$ cat config.mk
export PLATFORM = sky130hd
export DESIGN_NAME = grad_mag
export DESIGN_NICKNAME = d
export VERILOG_FILES = /design/src/rtl/grad_mag.sv
export SDC_FILE = /design/constraint.sdc
export NUM_CORES = 1
export LEC_CHECK = 0
export ABC_AREA = 1
export BUFFER_PORTS_ARGS = -buffer_cell sky130_fd_sc_hd__buf_2
export CAP_MARGIN = 10
export CORE_UTILIZATION = 35
export DETAILED_ROUTE_END_ITERATION = 10
export PLACE_DENSITY_LB_ADDON = 0.1
export SYNTH_ARGS = -nofsm -noshare
export SYNTH_HDL_FRONTEND = slang
export SYNTH_SLANG_ARGS = --single-unit
$ cat constraint.sdc
create_clock -name clk -period 3.3 [get_ports clk]
set_clock_uncertainty 0.1 [all_clocks]
set_input_delay 0.33 -clock clk [delete_from_list [all_inputs] [get_ports clk]]
set_output_delay 0.33 -clock clk [all_outputs]
set_load 0.05 [all_outputs]
$ cat src/rtl/grad_mag.sv
// Gradient-magnitude stage: streams {Gx,Gy} from gradient memory and writes saturated L1 magnitude.
// Optional GRAD_MAG_THRESH_EN turns the output into a binary edge map using THRESH.
module grad_mag #(
   parameter int unsigned W_LOG2 = 8,
   parameter int unsigned H_LOG2 = 8,
   parameter int unsigned SHIFT  = 1,
   parameter int unsigned THRESH = 64
) (
   input  logic        clk,
   input  logic        reset,
   input  logic        start,
   output logic        grad_rd,
   output logic [15:0] grad_addr,
   input  logic [19:0] grad_di,
   output logic        mag_wr,
   output logic [15:0] mag_addr,
   output logic [7:0]  mag_do,
   output logic [7:0]  max_mag,
   output logic        done
);

   localparam int unsigned AW = W_LOG2 + H_LOG2;
   localparam logic [15:0] LastAddr = 16'((32'd1 << AW) - 32'd1);

   if (AW > 16 || THRESH > 256) begin : g_bad_param
      $error("grad_mag: W_LOG2+H_LOG2 must be <= 16 and THRESH <= 256");
   end

   typedef enum logic [1:0] {StIdle, StRead, StDrain, StDone} state_e;

   state_e      state_q, state_d;
   logic [15:0] cnt_q, cnt_d;
   logic        grad_rd_q, grad_rd_d;
   logic [15:0] grad_addr_q, grad_addr_d;
   logic        v1_q, v1_d;
   logic [15:0] a1_q, a1_d;
   logic        mag_wr_q, mag_wr_d;
   logic [15:0] mag_addr_q, mag_addr_d;
   logic [7:0]  mag_do_q, mag_do_d;
   logic [7:0]  max_q, max_d;
   logic        done_q, done_d;

   // Magnitude datapath, evaluated on the cycle grad_di is valid (v1_q).
   logic [10:0] gx_ext, gy_ext, ax, ay;
   logic [11:0] sum, shifted;
   logic [7:0]  sat, pix;
   logic        border;

   always_comb begin
      gx_ext  = {grad_di[19], grad_di[19:10]};
      gy_ext  = {grad_di[9], grad_di[9:0]};
      ax      = gx_ext[10] ? (~gx_ext + 11'd1) : gx_ext;
      ay      = gy_ext[10] ? (~gy_ext + 11'd1) : gy_ext;
      sum     = {1'b0, ax} + {1'b0, ay};
      shifted = sum >> SHIFT;
      sat     = (shifted > 12'd255) ? 8'hFF : shifted[7:0];
      border  = (&a1_q[W_LOG2-1:0]) | (&a1_q[AW-1:W_LOG2]);
`ifdef GRAD_MAG_THRESH_EN
      pix     = (32'(sat) >= THRESH) ? 8'hFF : 8'h00;
`else
      pix     = sat;
`endif
      if (border) begin
         pix = 8'h00;
      end
   end

   always_comb begin
      state_d     = state_q;
      cnt_d       = cnt_q;
      grad_rd_d   = 1'b0;
      grad_addr_d = grad_addr_q;
      v1_d        = grad_rd_q;
      a1_d        = grad_addr_q;
      mag_wr_d    = v1_q;
      mag_addr_d  = v1_q ? a1_q : mag_addr_q;
      mag_do_d    = v1_q ? pix : mag_do_q;
      max_d       = (v1_q && (pix > max_q)) ? pix : max_q;
      done_d      = done_q;

      unique case (state_q)
         StIdle, StDone: begin
            if (start) begin
               state_d = StRead;
               cnt_d   = 16'd0;
               max_d   = 8'd0;
               done_d  = 1'b0;
            end
         end
         StRead: begin
            grad_rd_d   = 1'b1;
            grad_addr_d = cnt_q;
            cnt_d       = cnt_q + 16'd1;
            if (cnt_q == LastAddr) begin
               state_d = StDrain;
            end
         end
         StDrain: begin
            // The final write is on the outputs now; done rises as it retires.
            if (mag_wr_q && (mag_addr_q == LastAddr)) begin
               state_d = StDone;
               done_d  = 1'b1;
            end
         end
         default: state_d = StIdle;
      endcase
   end

   always_ff @(posedge clk or negedge reset) begin
      if (!reset) begin
         state_q     <= StIdle;
         cnt_q       <= 16'd0;
         grad_rd_q   <= 1'b0;
         grad_addr_q <= 16'd0;
         v1_q        <= 1'b0;
         a1_q        <= 16'd0;
         mag_wr_q    <= 1'b0;
         mag_addr_q  <= 16'd0;
         mag_do_q    <= 8'd0;
         max_q       <= 8'd0;
         done_q      <= 1'b0;
      end else begin
         state_q     <= state_d;
         cnt_q       <= cnt_d;
         grad_rd_q   <= grad_rd_d;
         grad_addr_q <= grad_addr_d;
         v1_q        <= v1_d;
         a1_q        <= a1_d;
         mag_wr_q    <= mag_wr_d;
         mag_addr_q  <= mag_addr_d;
         mag_do_q    <= mag_do_d;
         max_q       <= max_d;
         done_q      <= done_d;
      end
   end

   assign grad_rd   = grad_rd_q;
   assign grad_addr = grad_addr_q;
   assign mag_wr    = mag_wr_q;
   assign mag_addr  = mag_addr_q;
   assign mag_do    = mag_do_q;
   assign max_mag   = max_q;
   assign done      = done_q;

endmodule

[Word-level counts from Yosys, hierarchy flattened]
Index checks and enable logic that the tools add are counted.
Operators by class
  $add $sub $neg: 4
  multipliers: 0
  div/mod/pow operators: 0
  magnitude comparators: 2
  eq/ne operators: 8
  shift operators: 0
  mux-type cells: 17
  bitwise logic cells: 3
  reduce and logical (&&, ||, !) cells: 11
Operator list (number)
  8-bit two-way mux: 5
  16-bit == test (second input constant): 2
  16-bit case mux with 2 select lines: 1
  11-bit by 1-bit adder with 11-bit output (second input constant): 2
  11-bit two-way mux: 2
  11-bit NOT: 2
  16-bit by 1-bit adder with 16-bit output (second input constant): 1
  16-bit two-way mux: 1
  8-bit AND reduction: 2
  11-bit by 11-bit adder with 12-bit output: 1
  11-bit by 8-bit > comparator with 1-bit output (second input constant): 1
  8-bit > comparator: 1
  2-bit two-way mux: 3
  2-bit != test (second input constant): 3
  2-bit case mux with 3 select lines: 1
  3-bit AND reduction: 2
  2-bit == test (second input constant): 2
  2-bit nonzero test: 2
  1-bit two-way mux: 3
  2-bit by 1-bit == test with 1-bit output (second input constant): 1
  1-bit logical AND: 2
  2-bit zero test: 1
  1-bit case mux with 2 select lines: 1
  2-bit AND reduction: 1
  2 further kinds: 2
Word-level totals
  register bits after elaboration: 86
  latch bits: 0
  memory bits (writable): 0
  ROM bits: 0
  input port bits: 23
  output and inout port bits: 51
  logic and storage cells: 56
  memories kept: 0

[Logic depth before layout (Yosys ltp)]
  depth in word-level cells: 12
  depth in mapped cells: 28
  mapped depth without buffers: 28

[Worst setup path after synthesis]
No wires, ideal clock.
  path type: input port to flip-flop
  from: input grad_di[11]
  to: register max_q[0], in the netlist max_mag[0]
  setup time: 0.127 ns
  arrival time: 3.516 ns
  required time: 3.073 ns
  slack: -0.443 ns
  stages: 26
  buffers on the path: 0
  cells stage by stage: inv_1 > ha_1 > inv_1 > nor3_1 > nor3b_1 > a31oi_1 > xor2_1 > ha_1 > nand2_1 > inv_1 > a21oi_1 > nand3_1 > nand2_1 > nand2_1 > nor2_2 > nand3_1 > nand2_1 > inv_1 > ha_1 > nand2_1 > o21ai_0 > nand2_1 > o211ai_1 > nand3_1 > inv_1 > a21oi_1
On the way
  longest elaborated chain between the ends: 12
RTL lines
  start: declaration: line 14  | input logic [19:0] grad_di,
  11-bit NOT: line 52  | ax = gx_ext[10] ? (~gx_ext + 11'd1) : gx_ext;
  11-bit by 1-bit adder with 11-bit output: line 52
  11-bit two-way mux (*): line 52
  11-bit by 11-bit adder with 12-bit output (*): line 54  | sum = {1'b0, ax} + {1'b0, ay};
  11-bit by 8-bit > comparator with 1-bit output: line 56  | sat = (shifted > 12'd255) ? 8'hFF : shifted[7:0];
  8-bit two-way mux (*): line 56
  8-bit two-way mux (*): line 63  | if (border) begin
  named net pix[3]: line 46  | logic [7:0] sat, pix;
  8-bit > comparator (*): line 78  | max_d = (v1_q && (pix > max_q)) ? pix : max_q;
  1-bit logical AND (*): line 78
  8-bit two-way mux (*): line 78
  8-bit two-way mux: line 83  | if (start) begin
  8-bit two-way mux (*): line 81  | unique case (state_q)
  named net max_d[0]: line 40  | logic [7:0] max_q, max_d;
  end signal: assignment: line 132  | max_q <= max_d;
  end: declaration: line 40
Mark *: on every way through the listed nets, which the timed path passes. The rest lies on a longest branch.
A chain may end at the register's enable or synchronous reset.

[Worst setup path in the final report]
  from: input grad_di[10]
  to: register max_q[2], in the netlist max_mag[2]
On the way
  longest elaborated chain between the ends: 12
RTL lines (line)
  11-bit NOT: 52
  11-bit by 1-bit adder with 11-bit output: 52
  11-bit two-way mux (*): 52
  11-bit by 11-bit adder with 12-bit output (*): 54
  11-bit by 8-bit > comparator with 1-bit output: 56
  8-bit two-way mux (*): 56
  8-bit two-way mux (*): 63
  8-bit > comparator: 78
  1-bit logical AND: 78
  8-bit two-way mux (*): 78
  8-bit two-way mux: 83
  8-bit two-way mux (*): 81
  named net max_d[2]: 40
Marked as above.

==> metrics.yaml <==
die_x_um: 116.9
initial_core_util: 0.3629
synth-main-ff-cell: "dfrtp_1"
slowest_delay_ns: 0.32
ir_drop_v: 0.0004733
slew_headroom: 0.4533
synth_edf_count: 0
violations: "hold timing, setup timing"
ff2ff_setup_slack_ns: 0.72
whs_ns: -0.02647
status: "complete, but fails checks"
antenna_found_initial: 0
cts.sinks: 86
timing.rr.end: "max_mag[2]"
arrival_ns: 3.72
fin_cells: 899
drt_iter0_markers: 214
syn2layout_area_growth_pct: 41.87
synth_cells: 566
grt_start_max_net_pins: 64
slowest_stage: "ha_4"
pwr-share-seq: 0.292
worstHoldPathType: "in -> async"
rr_startpoint: "a1_q[8]"
met3_usage: 0.03296
p_leak_nw: 3.338
clock_path_buffers: 2
grt_pass1_wl_mm: 19.38
ys_seq_elements: 86
switchingPower_mw: 2.242
post_synth.cell_area_avg_sq_um: 8.157
fmax_mhz: 281.9
gr-total-overflow: 0
met1_usage: 0.2683
placed_area_sq_um: 5625
gp_congestion: 0.8282
slew_violations: 0
fin_crit_ns: 3.547
grt_use_met2: 0.2844
power.internal_mw: 2.718
drive_gt1_frac: 0.3686
setup_ws_ns: -0.2468
synth.cell_area_sq_um: 4617
combPwrFrac: 0.493
clock_latency_ns: 0.35
avgRoutedWirePerCell_um: 13.39
crit_fanout: 8
switching_share: 0.4520
utilization: 0.5149
rr_worst_depth: 15
hold_violations: 25
tightest_slew_ns: 0.8201
dr.pass1.iters: 4
synthDistinctLibCells: 37
cap_violations: 0
via_per_inst: 4.650
vias: 4180
crit_path_start_kind: "input pin"
worst-setup-path-type: "in -> reg"
rsz0062_at_grt: "yes"
period_share: 1.075
final_nets: 770
setup_viol: 10
ant_nets: 0
die_height_um: 116.9
numCtsBuffers: 9
cp_data_required_time_ns: 3.47
cts_root_buffer: "clkbuf_16"
grt.busiest_layer: "met2"
place_hpwl_mm: 8.823
crit_path_end_kind: "flip-flop"
async_flop_share: 1.000
path_clk_slew_ns: 0.06
totalWireLength_mm: 12.04
place_inst: 856
route.detailed.drc: 0
ys_seq_area_frac: 0.4661
yosys_warnings: 0
grt_pass1_vias: 3967
port_buffers: 73
pin_count: 74
fin_area_sq_um: 6550
die_area_sq_um: 13660
cts_max_level: 3
antenna_cells: 0
pwr-share-clk: 0.215
power.density_nw_per_um2: 757.3
fp.coreArea_sq_um: 12720
grt_use_total: 0.1858
num_rows: 41
cts_tree: "done"
## cells by family (layout without fill, tap and decap cells)
| group | Yosys count | in the layout | share of synthesized area |
|---|---|---|---|
| xor gates and xnor gates | 19 | 19 | 0.03604 |
| AOI/OAI and AO/OA | 87 | 87 | 0.1000 |
| adders and majority gates | 25 | 25 | 0.06938 |
| other | 1 | 2 | 0.0008122 |
| buffers and inverters | 92 | 251 | 0.07480 |
| DFF | 86 | 86 | 0.4661 |
| and+or+nand+nor | 256 | 257 | 0.2528 |
## worst max-delay path by stage
| stage | startpoint | endpoint | cells past startpoint |
|---|---|---|---|
| after detailed placement | grad_di[10] | max_mag[1] | 27 |
| final | grad_di[10] | max_mag[2] | 30 |
| after floorplan | grad_di[10] | max_mag[0] | 26 |
| after global routing | grad_di[10] | max_mag[6] | 29 |
| after CTS | grad_di[11] | max_mag[6] | 28 |
| after global placement | grad_di[10] | max_mag[2] | 27 |
## worst max-delay path, delay by kind of cell
kind,cells,cell delay (ns)
buf+inv,6,0.53
fa+ha+maj,3,0.63
compound gates,5,0.61
simple gates,15,1.44
xor+xnor,1,0.17
## metrics by stage
| step | hold WS [ns] | setup TNS [ns] | setup slack [ns] | total power [mW] |
|---|---|---|---|---|
| after floorplan | -0.06559 | -0.8359 | -0.1045 | 2.900 |
| after global placement | 0.2885 | -4.786 | -0.5994 | 3.471 |
| final | -0.02647 | -2.107 | -0.2468 | 4.960 |
| after detailed placement | 0.2918 | -5.738 | -0.7229 | 3.493 |
| after global routing | 0.03118 | -4.723 | -0.5223 | 5.299 |
| after CTS | 0.006922 | -2.846 | -0.3122 | 4.736 |
## per-layer routing
metal  vias up  wire [um]
li1       2159          -
met1      1948       6066
met2        60       5471
met3        13        346
met4         0        155
met5         -          0
## cells in the mapped netlist (2+ instances only)
cell,n,area share
nor2_1,22,0.018
a31oi_1,2,0.0027
nand2_2,2,0.0027
nor4_1,6,0.0081
dfrtp_1,86,0.47
inv_2,2,0.0016
xor2_1,14,0.027
nor3_2,3,0.0065
nand4_2,2,0.0054
clkbuf_1,8,0.0065
inv_1,82,0.067
nor3_1,13,0.014
nand3b_1,2,0.0033
nand4_1,14,0.019
a21oi_1,30,0.033
or2_2,3,0.0041
o21ai_0,46,0.050
o21ai_1,3,0.0033
nand3_1,29,0.031
nor2_2,2,0.0027
nand2_1,152,0.12
ha_1,24,0.065
xnor2_1,5,0.0095
## cells in the final DEF (no fill, tap or decap), drive strengths merged, types with 4 or more instances in the layout
| master | instances |
|---|---|
| buf | 151 |
| ha | 24 |
| xor2 | 14 |
| nand3 | 31 |
| nand4 | 16 |
| nor4 | 6 |
| a21oi | 30 |
| clkbuf | 11 |
| nand2 | 155 |
| xnor2 | 5 |
| nor2 | 24 |
| or2 | 4 |
| inv | 86 |
| nor3 | 17 |
| dfrtp | 86 |
| o21ai | 50 |
## power by group through the flow
stage	clock network (mW)	registers [mW]	logic [mW]
finish	1.07	1.45	2.44
global route	1.13	1.48	2.68
CTS	1.09	1.44	2.20
detailed placement	0	1.46	2.03
global placement	0	1.45	2.02
floorplan	0	2.00	0.905
## state kept, by name (all words and copies together) (netlist names)
register   flops
a1_q          16
cnt_q         16
done           1
grad_addr     16
grad_rd        1
mag_addr      16
mag_do         8
mag_wr         1
mag_wr_d       1
max_mag        8
state_q        2
## what timing repair did
item / CTS / global route
setup endpoints to repair: 8 / 10
pin swaps: 23 / 29
buffers inserted: 19 / 8
hold buffers: 0 / 0
gates resized for setup: 35 / 60
cloned: 1 / 0
## area by class of cell
class	instances	area, sq um
sequential	86	2152
clock buffer	11	252.7
timing repair buffer	151	989.7
clock inverter	5	65.06
tap	172	215.2
fill	1251	6172
inverter	84	345.3
multi-input combinational	390	2530
(Power assumes the default switching activity.)
